### config.mk
export PLATFORM = sky130hd
export DESIGN_NAME = id_ex_fwd_stage
export DESIGN_NICKNAME = d
export VERILOG_FILES = /design/src/rtl/pipe_pkg.sv /design/src/rtl/fwd_unit.sv /design/src/rtl/id_ex_fwd_stage.sv
export SDC_FILE = /design/constraint.sdc
export NUM_CORES = 1
export LEC_CHECK = 0
export ABC_AREA = 0
export CELL_PAD_IN_SITES_DETAIL_PLACEMENT = 0
export CELL_PAD_IN_SITES_GLOBAL_PLACEMENT = 1
export CORE_ASPECT_RATIO = 0.8
export CORE_MARGIN = 4
export CORE_UTILIZATION = 33
export CTS_BUF_LIST = sky130_fd_sc_hd__clkbuf_2
export DETAILED_ROUTE_END_ITERATION = 8
export PLACE_DENSITY = 0.9
export SLEW_MARGIN = 0
export SYNTH_ARGS = -nofsm -noshare
export SYNTH_HDL_FRONTEND = slang
export SYNTH_SLANG_ARGS = --single-unit
### constraint.sdc
create_clock -name clk -period 2.9 [get_ports clk]
set_input_delay 0.58 -clock clk [delete_from_list [all_inputs] [get_ports clk]]
set_output_delay 0.58 -clock clk [all_outputs]
set_load 0.01 [all_outputs]
### src/rtl/pipe_pkg.sv
// Shared pipeline definitions: datapath widths, ALU operation encodings and
// the packed control bundle carried from ID into EX.
package pipe_pkg;

  localparam int unsigned XLEN = 32;
  localparam int unsigned REGW = 5;

  localparam logic [3:0] ALU_ADD = 4'b0010;
  localparam logic [3:0] ALU_SUB = 4'b0110;
  localparam logic [3:0] ALU_AND = 4'b0000;
  localparam logic [3:0] ALU_OR  = 4'b0001;

  typedef struct packed {
    logic reg_write;
    logic mem_read;
    logic mem_write;
    logic branch;
    logic mem_to_reg;
  } ctrl_t;

  // An invalid slot must never carry live control into EX.
  function automatic ctrl_t gate_ctrl(input ctrl_t c, input logic valid);
    return valid ? c : '0;
  endfunction

endpackage

### src/rtl/fwd_unit.sv
// Forwarding select for one ALU operand.
//   rs / rs_data          : registered source index and register-file data
//   exmem_* / memwb_*     : writeback sources from later stages
//   fwd                   : selected operand value
// EX/MEM is the younger producer, so it overrides MEM/WB. x0 is never forwarded.
module fwd_unit #(
  parameter int unsigned XLEN = 32,
  parameter int unsigned REGW = 5
) (
  input  logic [REGW-1:0] rs,
  input  logic [XLEN-1:0] rs_data,
  input  logic            exmem_reg_write,
  input  logic [REGW-1:0] exmem_rd,
  input  logic [XLEN-1:0] exmem_result,
  input  logic            memwb_reg_write,
  input  logic [REGW-1:0] memwb_rd,
  input  logic [XLEN-1:0] memwb_result,
  output logic [XLEN-1:0] fwd
);

  logic exmem_hit;
  logic memwb_hit;

  assign exmem_hit = exmem_reg_write && (exmem_rd != '0) && (exmem_rd == rs);
  assign memwb_hit = memwb_reg_write && (memwb_rd != '0) && (memwb_rd == rs);

  always_comb begin
    fwd = rs_data;
    if (memwb_hit) fwd = memwb_result;
    if (exmem_hit) fwd = exmem_result;
  end

endmodule

### src/rtl/id_ex_fwd_stage.sv
// ID/EX pipeline register feeding the ALU, with operand forwarding and
// load-use bubble insertion.
//   id_*            : decoded instruction from ID (captured on the clock edge)
//   stall / flush   : hold the stage / squash it to a bubble (flush wins)
//   exmem_*, memwb_*: forwarding sources
//   alu_in_a/b, alu_ctrl, ex_*: EX-cycle outputs, valid when ex_valid=1
//   load_use_stall  : freeze PC and IF/ID this cycle
//   bubble_cnt      : saturating count of load-use bubbles
module id_ex_fwd_stage #(
  parameter int unsigned XLEN = pipe_pkg::XLEN,
  parameter int unsigned REGW = pipe_pkg::REGW,
  parameter int unsigned CNTW = 16
) (
  input  logic            clk,
  input  logic            rst_n,
  input  logic            id_valid,
  input  logic [REGW-1:0] id_rs1,
  input  logic [REGW-1:0] id_rs2,
  input  logic [REGW-1:0] id_rd,
  input  logic [XLEN-1:0] id_rs1_data,
  input  logic [XLEN-1:0] id_rs2_data,
  input  logic [XLEN-1:0] id_imm,
  input  logic            id_alu_src,
  input  logic [3:0]      id_alu_ctrl,
  input  logic            id_reg_write,
  input  logic            id_mem_read,
  input  logic            id_mem_write,
  input  logic            id_branch,
  input  logic            id_mem_to_reg,
  input  logic            stall,
  input  logic            flush,
  input  logic            exmem_reg_write,
  input  logic [REGW-1:0] exmem_rd,
  input  logic [XLEN-1:0] exmem_result,
  input  logic            memwb_reg_write,
  input  logic [REGW-1:0] memwb_rd,
  input  logic [XLEN-1:0] memwb_result,
  output logic            ex_valid,
  output logic [XLEN-1:0] alu_in_a,
  output logic [XLEN-1:0] alu_in_b,
  output logic [3:0]      alu_ctrl,
  output logic [XLEN-1:0] ex_store_data,
  output logic [REGW-1:0] ex_rd,
  output logic            ex_reg_write,
  output logic            ex_mem_read,
  output logic            ex_mem_write,
  output logic            ex_branch,
  output logic            ex_mem_to_reg,
  output logic            load_use_stall,
  output logic [CNTW-1:0] bubble_cnt
);

  import pipe_pkg::*;

  logic            ex_valid_q;
  ctrl_t           ex_ctrl_q;
  logic [REGW-1:0] ex_rd_q, ex_rs1_q, ex_rs2_q;
  logic [XLEN-1:0] ex_rs1_data_q, ex_rs2_data_q, ex_imm_q;
  logic            ex_alu_src_q;
  logic [3:0]      alu_ctrl_q;
  logic [CNTW-1:0] bubble_cnt_q;

  ctrl_t           id_ctrl;
  logic            load_use;
  logic [XLEN-1:0] fwd_a, fwd_b;

  assign id_ctrl = '{reg_write: id_reg_write, mem_read: id_mem_read, mem_write: id_mem_write,
                     branch: id_branch, mem_to_reg: id_mem_to_reg};

  // rs2 match counts regardless of alu_src: conservative, never misses a hazard.
  assign load_use = !stall && !flush && ex_valid_q && ex_ctrl_q.mem_read &&
                    (ex_rd_q != '0) && id_valid &&
                    ((ex_rd_q == id_rs1) || (ex_rd_q == id_rs2));

  always_ff @(posedge clk or negedge rst_n) begin
    if (!rst_n) begin
      ex_valid_q    <= 1'b0;
      ex_ctrl_q     <= '0;
      ex_rd_q       <= '0;
      ex_rs1_q      <= '0;
      ex_rs2_q      <= '0;
      ex_rs1_data_q <= '0;
      ex_rs2_data_q <= '0;
      ex_imm_q      <= '0;
      ex_alu_src_q  <= 1'b0;
      alu_ctrl_q    <= ALU_ADD;
      bubble_cnt_q  <= '0;
    end else if (flush) begin
      // Data fields are left as-is; a bubble only needs valid and control cleared.
      ex_valid_q <= 1'b0;
      ex_ctrl_q  <= '0;
    end else if (stall) begin
      ex_valid_q <= ex_valid_q;
    end else if (load_use) begin
      ex_valid_q <= 1'b0;
      ex_ctrl_q  <= '0;
      if (bubble_cnt_q != '1) bubble_cnt_q <= bubble_cnt_q + 1'b1;
    end else begin
      ex_valid_q    <= id_valid;
      ex_ctrl_q     <= gate_ctrl(id_ctrl, id_valid);
      ex_rd_q       <= id_rd;
      ex_rs1_q      <= id_rs1;
      ex_rs2_q      <= id_rs2;
      ex_rs1_data_q <= id_rs1_data;
      ex_rs2_data_q <= id_rs2_data;
      ex_imm_q      <= id_imm;
      ex_alu_src_q  <= id_alu_src;
      alu_ctrl_q    <= id_alu_ctrl;
    end
  end

  fwd_unit #(.XLEN(XLEN), .REGW(REGW)) u_fwd_a (
    .rs              (ex_rs1_q),
    .rs_data         (ex_rs1_data_q),
    .exmem_reg_write (exmem_reg_write),
    .exmem_rd        (exmem_rd),
    .exmem_result    (exmem_result),
    .memwb_reg_write (memwb_reg_write),
    .memwb_rd        (memwb_rd),
    .memwb_result    (memwb_result),
    .fwd             (fwd_a)
  );

  fwd_unit #(.XLEN(XLEN), .REGW(REGW)) u_fwd_b (
    .rs              (ex_rs2_q),
    .rs_data         (ex_rs2_data_q),
    .exmem_reg_write (exmem_reg_write),
    .exmem_rd        (exmem_rd),
    .exmem_result    (exmem_result),
    .memwb_reg_write (memwb_reg_write),
    .memwb_rd        (memwb_rd),
    .memwb_result    (memwb_result),
    .fwd             (fwd_b)
  );

  assign ex_valid       = ex_valid_q;
  assign alu_in_a       = fwd_a;
  assign alu_in_b       = ex_alu_src_q ? ex_imm_q : fwd_b;
  assign alu_ctrl       = alu_ctrl_q;
  assign ex_store_data  = fwd_b;
  assign ex_rd          = ex_rd_q;
  assign ex_reg_write   = ex_ctrl_q.reg_write;
  assign ex_mem_read    = ex_ctrl_q.mem_read;
  assign ex_mem_write   = ex_ctrl_q.mem_write;
  assign ex_branch      = ex_ctrl_q.branch;
  assign ex_mem_to_reg  = ex_ctrl_q.mem_to_reg;
  assign load_use_stall = load_use;
  assign bubble_cnt     = bubble_cnt_q;

endmodule

After elaboration in Yosys (flattened, before gate mapping) --
Cells that the tools add are included.
Cells by class: eq/ne operators 8, shift-type cells 0, multipliers 0, $lt $le $gt $ge 0, muxes and demuxes 12, $add $sub $neg 1, div/mod/pow operators 0, reduce and logical (&&, ||, !) cells 20, bitwise operators 3
Operators by type and width (number):
- 32-bit 2-to-1 mux | 5
- 5-bit equality test | 6
- 5-bit 2-to-1 mux | 4
- 16-bit by 1-bit adder with 16-bit output (second input constant) | 1
- 16-bit inequality test (second input constant) | 1
- 5-bit nonzero test | 3
- 1-bit logical AND | 12
- 4-bit AND reduction | 1
- 1-bit 2-to-1 mux | 3
- 1-bit NOT | 3
- 3-bit AND reduction | 1
- 1-bit zero test | 2
- 2-bit by 1-bit inequality test with 1-bit output (second input constant) | 1
- 1-bit logical OR | 1
Word-level totals: memory bits (writable) 0, memories 0, word-level logic and storage cells 59, input port bits 202, bits in latches 0, register bits after elaboration 138, ROM bits 0

Depth between registers and ports, before layout --
Gate-level depths: netlist (run 1).
depth in word-level cells 10, mapped depth 7

Hierarchy --
From an unflattened synthesis (run 1), not the netlist that was laid out.
Unflattened totals: cells, all modules 766, area, all modules 8404.3 µm²
Modules (own cells, without submodules):
- id_ex_fwd_stage | area each 6069.6 µm², seq. area each 3454.6 µm², times used 1, cells an instance 396
- fwd_unit | area each 1167.4 µm², seq. area each 0.0 µm², times used 2, cells an instance 185

Worst setup path before layout (run 1) --
Ideal clock, no wire load.
path kind in2out, start point in exmem_rd[0], end point out alu_in_b[10], buffers on the path 2, arrival time 2093 ps, stages 7, required time 2320 ps, setup slack 227 ps, path through or4_1 o211ai_2 or2_1 buf_4 buf_2 nor2_1 o31ai_1
Between the ends: cells in the longest elaborated chain, start to end 5
RTL lines:
- from (decl) | RTL line id_ex_fwd_stage.sv:33 | input logic [REGW-1:0] exmem_rd,
- 5-bit nonzero test | RTL line fwd_unit.sv:24 | assign exmem_hit = exmem_reg_write && (exmem_rd != '0) && (exmem_rd == rs);
- 1-bit logical AND | RTL line fwd_unit.sv:24
- 1-bit logical AND (*) | RTL line fwd_unit.sv:24
- 32-bit 2-to-1 mux (*) | RTL line fwd_unit.sv:30 | if (exmem_hit) fwd = exmem_result;
- 32-bit 2-to-1 mux (*) | RTL line id_ex_fwd_stage.sv:138 | assign alu_in_b = ex_alu_src_q ? ex_imm_q : fwd_b;
- to (decl) | RTL line id_ex_fwd_stage.sv:40 | output logic [XLEN-1:0] alu_in_b,
Mark *: on every way between the ends. The rest lies on a longest branch, timed or not.

Worst setup path after layout (run 1) --
start point in memwb_rd[2], end point out alu_in_b[3]
Between the ends: cells in the longest elaborated chain, start to end 6
RTL lines:
- from (decl) | RTL line id_ex_fwd_stage.sv:36 | input logic [REGW-1:0] memwb_rd,
- 5-bit nonzero test | RTL line fwd_unit.sv:25 | assign memwb_hit = memwb_reg_write && (memwb_rd != '0) && (memwb_rd == rs);
- 1-bit logical AND | RTL line fwd_unit.sv:25
- 1-bit logical AND (*) | RTL line fwd_unit.sv:25
- 32-bit 2-to-1 mux (*) | RTL line fwd_unit.sv:29 | if (memwb_hit) fwd = memwb_result;
- 32-bit 2-to-1 mux (*) | RTL line fwd_unit.sv:30
- 32-bit 2-to-1 mux (*) | RTL line id_ex_fwd_stage.sv:138
Marks and branches as above.

==> metrics.md, run 1 <==
| Metric | Value |
|---|---|
| Number of top-level pins | 330 |
| TritonCTS Buffers | 17 |
| 1st-pass router iterations | 7 |
| First-pass GRT wire length | 49,300 microns |
| Crit Path Class | input port to primary output |
| RR Endpoint | ex_rs1_data_q[20] |
| Clock skew | 0.0571 ns |
| Die H | between 100 and 150 microns |
| Core box area | between 0.02 and 0.025 sq mm |
| Worst IR Drop VDD | roughly 0.34 mV |
| Non-filler cells, final | 1,560 |
| Largest regs | ex_imm_q x32, ex_rs1_data_q x32, ex_rs2_data_q x32 |
| Hold Fails Final Rpt | 0 |
| Register area | between 0.003 and 0.004 sq mm |
| Area contributors post-synth | dfrtp_1 (44%), mux2_2 (16%), mux2i_1 (4.3%), nor2_1 (4.2%), xnor2_1 (4.0%) |
| Asr flop ratio synth | 100% |
| Gr usage total | 24.4% |
| Multi-input gate area | around 0.0050 sq mm |
| Reg clk slew, reported paths | 0.26 ns |
| Hold slack | between 0.3 and 0.4 ns |
| Hold Crit Class | input port to asynchronous set/reset pin |
| Critical Path Start Type | input port |
| EDFF count, synth | 0 |
| P per Cell Area | 448 mW/mm^2 |
| Critical path data required time | 2.32 ns |
| Post-synthesis average cell area | 10.6 sq um |
| Port bufs | ~330 |
| Final setup TNS | -45.31 ns |
| Post-synth top cells | dfrtp_1 (137), mux2_2 (109), nor2_1 (86) |
| H-tree depth | 4 |
| Root Buffer | clkbuf_2 |
| Most area-hungry cell type in the Yosys netlist | dfrtp_1 |
| Critical path endpoint category | primary output |
| Starting Density | 34.0% |
| Max Clock Freq | about 0.28 GHz |
| CTS tree | done |
| Placer Congestion | 0.844 |
| Starting DRT DRC Count | 430 |
| Number of max-cap violations | 0 |
| Avg Vias per Cell | 5.21 |
| Reg2reg start | ex_rd[4] |
| Failing checks | negative setup slack |
| Layout area overhead | 86.3% |
| Post-synthesis register bit count | between 100 and 150 |
| Crit path DAT | 2.93 ns |
| Layout Nets | 1,441 |
| Final Instance Area | 0.0144 sq mm |
| Residual DRC | 0 |
| CTS Sinks | 138 |
| RSZ-0062 raised after global routing | true |
| Vias in the first global route | just under 9,000 |
| Clk buf depth | 2 |
| DP Cell Count | 1,416 |
| Max FO, Critical Path | 12 |
| Total Power | 6.46 mW |
| Filler cells | 1,798 |
| Num rows | 49 |
| Final-report setup violation count | 96 |
| Sequential cell area fraction in the yosys report | 44.6% |
| Netlist Area Pre-Place | between 0.007 and 0.008 sq mm |
| Post-route worst setup slack | -0.615 ns |
| Initial antenna violation count | 6 |
| Post-DP Area | approximately 0.012 sq mm |
| Synthesized Nets | between 900 and 1,000 |
| Post-Synthesis Cells | 731 |
| Flop-to-flop setup slack | 0.69 ns |
| Status | finished, violations left |
| Die ar. | 0.0260 sq mm |
| Post-synthesis cell type count | 45 |
| Max-slew headroom | between 50 and 60% |
| Tcrit/Tclk final | 121% |
| Largest net degree at the start of global routing | 62 |
| Post-DP HPWL | 23,200 microns |
| WL per Instance | 21.8 microns |
| WL final | 34,000 microns |
| Clk_lat worst skew | slightly above 0.7 ns |
| Register-to-Register Path Depth | 8 |
| Count leader, synth | dfrtp_1 |
| Actual slew at the worst max-slew pin | 0.722 ns |
| Die width | between 150 and 200 microns |
| Top_reg_cell synth | dfrtp_1 |
| Total vias in the final route | ~8,000 |
| Tmin final | between 3 and 4 ns |
| Synth warnings | 0 |
| Layout cells sized above 1 | 46.7% |
| Grt total ovfl | 0 |
| Fin. max-slew vios | 0 |
| Top cell type's share of synthesized area | 44.3% |
| Leak | between 5 and 6 nW |
| DRT antenna net count | 0 |
==> stage by stage <==
stage	setup slack, ns	util (%)
floorplan	0.227	-
global placement	-0.970	53.3
detailed placement	-0.993	53.3
CTS	-0.713	59.8
global route	-0.826	63.4
finish	-0.615	63.4
==> cell families (layout without fill, tap and decap cells) <==
kind of cell | count (synthesis) | in the layout | synth area share, %
AO/OA/AOI/OAI | 134 | 134 | 12.1
multiplexers | 161 | 161 | 22.9
XOR/XNOR | 41 | 41 | 4.64
other | 0 | 3 | 0
flip-flops | 138 | 138 | 44.6
AND/OR/NAND/NOR | 201 | 201 | 12.0
buffers and inverters | 55 | 575 | 3.59
adder cells (fa/ha/maj) | 1 | 1 | 0.162
==> per-layer routing <==
metal | track usage (%) | vias up | part of all wire, %
met5 | 0 | - | 0.15
met4 | 7.23 | 8 | 3.2
met3 | 7.75 | 76 | 8.0
met2 | 40.7 | 358 | 48
met1 | 30.4 | 4009 | 41
li1 | - | 3682 | -
==> layout make-up <==
| type | instances | share of cell area (%) |
|---|---|---|
| sequential | 138 | 24.0 |
| timing repair buffer | 540 | 36.6 |
| tap | 306 | 2.65 |
| clock inverter | 15 | 1.15 |
| multi-input combinational | 538 | 34.9 |
| inverter | 3 | 0.0781 |
| antenna | 3 | 0.0521 |
| clock buffer | 17 | 0.590 |
==> timing repair <==
item	4_1_cts	5_1_grt
endpoints found under the hold margin	58	0
endpoints found under the setup margin	97	97
hold buffers	1	0
setup buffers	86	38
gates resized for setup	567	158
cloned	3	1
pin swaps	54	83
==> worst max-delay path by stage <==
| stage | from | to | slack [ns] |
|---|---|---|---|
| after global routing | ex_rs1_q[4] | alu_in_a[28] | -0.83 |
| final | memwb_rd[2] | alu_in_b[3] | -0.61 |
| after detailed placement | exmem_rd[3] | alu_in_b[8] | -0.99 |
| after global placement | exmem_rd[3] | alu_in_b[8] | -0.97 |
| after floorplan | exmem_rd[0] | alu_in_b[10] | 0.23 |
| after CTS | ex_rs2_q[1] | alu_in_b[28] | -0.71 |
==> worst max-delay path, stage by stage <==
cell and delay [ns]:
clkdlybuf4s50_1 0.53, nor2_1 0.26, and2_2 0.25, buf_4 0.21, buf_4 0.26, o31a_1 0.26
a211oi_4 0.06, buf_4 0.15, o31ai_2 0.19, buf_2 0.17
==> power breakdown <==
group / total, mW / internal (mW) / switching (mW)
sequential: 2.37 / 2.17 / 0.201
clock: 1.23 / 0.415 / 0.819
combinational: 2.86 / 1.63 / 1.22
total: 6.46 / 4.22 / 2.24
==> layout by cell type (no fill, tap or decap), types with 6 or more instances in the layout <==
master | Yosys | routed
nor3_2 | 1 | 6
xnor2_2 | 0 | 7
buf_8 | 0 | 8
dfrtp_1 | 137 | 132
a21oi_2 | 1 | 9
buf_2 | 18 | 77
nand2_1 | 39 | 39
a211oi_2 | 1 | 11
mux2i_1 | 33 | 24
a31oi_4 | 0 | 6
o31ai_2 | 0 | 6
nor2_4 | 0 | 14
buf_4 | 5 | 98
mux2_4 | 0 | 8
o21ai_0 | 7 | 7
nor3_1 | 15 | 7
nor2_1 | 86 | 58
nor2_2 | 1 | 15
o31a_1 | 22 | 22
o31ai_1 | 32 | 11
o31ai_4 | 0 | 15
nand4_1 | 20 | 20
buf_12 | 0 | 29
xnor2_1 | 35 | 26
mux2_2 | 109 | 101
a21oi_1 | 34 | 25
buf_6 | 4 | 91
clkdlybuf4s50_1 | 0 | 226
a211oi_4 | 0 | 12
nand3_1 | 19 | 19
clkbuf_2 | 0 | 17
mux2_1 | 19 | 19
Power figures use the tool's default switching activity.
==> run 2: changes to the inputs <==
Settings changed: CTS_CLUSTER_DIAMETER from default to 80.
==> results of run 2 <==
The final DEF is identical to that of run 1; final timing and power are the same.
==> RTL change (settings of run 1) <==
Change the parameter `CNTW` from 16 to 32.
--- a/src/rtl/id_ex_fwd_stage.sv
+++ b/src/rtl/id_ex_fwd_stage.sv
@@ -11,3 +11,3 @@
   parameter int unsigned REGW = pipe_pkg::REGW,
-  parameter int unsigned CNTW = 16
+  parameter int unsigned CNTW = 32
 ) (
Interface: changed (resized bubble_cnt); port bits go from 330 to 346. No check against the original RTL was run, so the function may have changed too.
==> RTL change against run 1 <==
The run still ends with setup timing left; core utilization shrank 3.8 points; power fell by 0.78%; clock skew is 0.0090 ns higher; worst setup slack got worse by 0.042 ns; register-to-register slack lost 0.45 ns; via count decreased by 3.3%; wire length shrank 2.7%; area after synthesis is 7.0% higher; global-route usage is 3.5 points lower; sequential cell count up 16; final area is 1.3% higher; largest power group is now registers.
==> RTL change: results <==
export IMPL_synth_mux_area_fraction=0.259
export IMPL_grt_pass1_wl_microns=45100
export IMPL_max_stage_delay_ns=0.61
export IMPL_cp_endpoint="alu_in_b[30]"
export IMPL_ys_seq_area_frac=0.465
export IMPL_synth_xor_area_frac=0.0634
export IMPL_ir_drop_uv=287
export IMPL_timing_rr_start="ex_rd[1]"
export IMPL_gp_congestion=0.910
export IMPL_cpLargestDelayFamily="simple AND/OR/NAND/NOR gates"
export IMPL_setup_ws_ns=-0.657
export IMPL_syn_num_nets=959
export IMPL_grt_max_degree=60
export IMPL_ys_top_cells_by_area="dfrtp_1 46%, mux2_2 15%, mux2_4 7.3%"
export IMPL_clk_latency_ns=0.75
export IMPL_swShare=0.315
export IMPL_vias=7865
export IMPL_yosys_top_cells_count="153 x dfrtp_1, 109 x mux2_2, 108 x nand2_1"
export IMPL_setup_viol=96
export IMPL_drive_above_1_share=0.437
export IMPL_grt_pass1_vias=8055
export IMPL_power_leakage_nw=6.38
export IMPL_nNetsFinal=1434
export IMPL_wl_per_cell_microns=21.1
export IMPL_post_dp_hpwl_microns=22000
export IMPL_violations="setup timing"
export IMPL_crit_slowest_cell="or4_4"
export IMPL_r2r_end="ex_rs1_q[4]"
export IMPL_drt_iter0_markers=402
export IMPL_status="finished with violations"
export IMPL_synth_compound_area_frac=0.0550
export IMPL_portBuffers=345
export IMPL_crit_start="ex_rs2_q[4]"
export IMPL_fin_skew_ns=0.0661
export IMPL_globalRouteTotalUtil=0.209
export IMPL_synth_adder_area_share=0.00151
export IMPL_synth_cell_types=38
export IMPL_cts_buffers=17
==> RTL change: cell types whose count changed after synthesis, moves of 26 or more <==
cell     delta
nor2_1     -39
xor2_1     +39
a21oi_1    -34
o21ai_0    +26
mux2_4     +40
o31ai_1    -32
nand2_1    +69
==> RTL change: layout make-up <==
class                   instances  area (sq um)
repair buffers                506          5060
inverters                       3          11.3
clock buffers                  20           100
well taps                     318           398
clock inverters                12           161
multi-input cells             549          5010
flip-flops and latches        154          3860
fillers                      2044          9890
diodes                          3          7.51
==> RTL change: how the worst min path moves through the flow <==
stage | to | slack [ns] | depth (start not counted)
5_1_grt | ex_rs2_data_q[7] | 0.28 | 2
3_3_place_gp | bubble_cnt[3] | 0.47 | 1
6_report | ex_rs1_data_q[31] | 0.36 | 2
4_1_cts | ex_rs1_data_q[16] | 0.27 | 2
2_1_floorplan | alu_ctrl[0] | 0.28 | 0
3_5_place_dp | bubble_cnt[17] | 0.48 | 1
==> RTL change: stage by stage <==
stage	TNS, ns	area [sq um]	hold WS, ns	worst slack [ns]	instances
3_5_place_dp	-92.21	12700	0.483	-1.11	1460
2_1_floorplan	-0.0887	8290	0.284	-0.00363	756
3_3_place_gp	-90.07	12700	0.473	-1.09	1460
5_1_grt	-60.61	14600	0.279	-0.822	1564
6_report	-45.14	14600	0.362	-0.657	1565
4_1_cts	-62.11	13400	0.273	-0.942	1504
==> RTL change: cell families after synthesis <==
group | after synthesis
flops | 154
compound gates | 76
xor+xnor | 60
simple gates | 231
mux | 181
fa+ha+maj | 1
buf+inv | 53
==> RTL change: repair_timing <==
item,CTS,global route
setup endpoints to repair,97,97
cloned,4,9
buffers inserted,7,51
endpoints found under the hold margin,55,0
pin swaps,8,33
gates resized for setup,257,368
hold buffers,1,0
==> RTL change: per-layer routing <==
layer | track usage | routed length, microns | up-vias
met5 | 0 | 0 | -
met4 | 0.0686 | 726 | 0
met3 | 0.0627 | 2660 | 39
met2 | 0.346 | 16000 | 295
met1 | 0.263 | 13600 | 3906
li1 | - | - | 3625
==> RTL change: power by group through the flow <==
stage | Sequential (W) | Clock, W | Combinational, W
after CTS | 0.00255 | 0.00142 | 0.00221
after global placement | 0.00258 | 0 | 0.00216
final | 0.00256 | 0.00136 | 0.00248
after global routing | 0.00259 | 0.00151 | 0.00263
after detailed placement | 0.00259 | 0 | 0.00219
after floorplan | 0.00255 | 0 | 0.000898
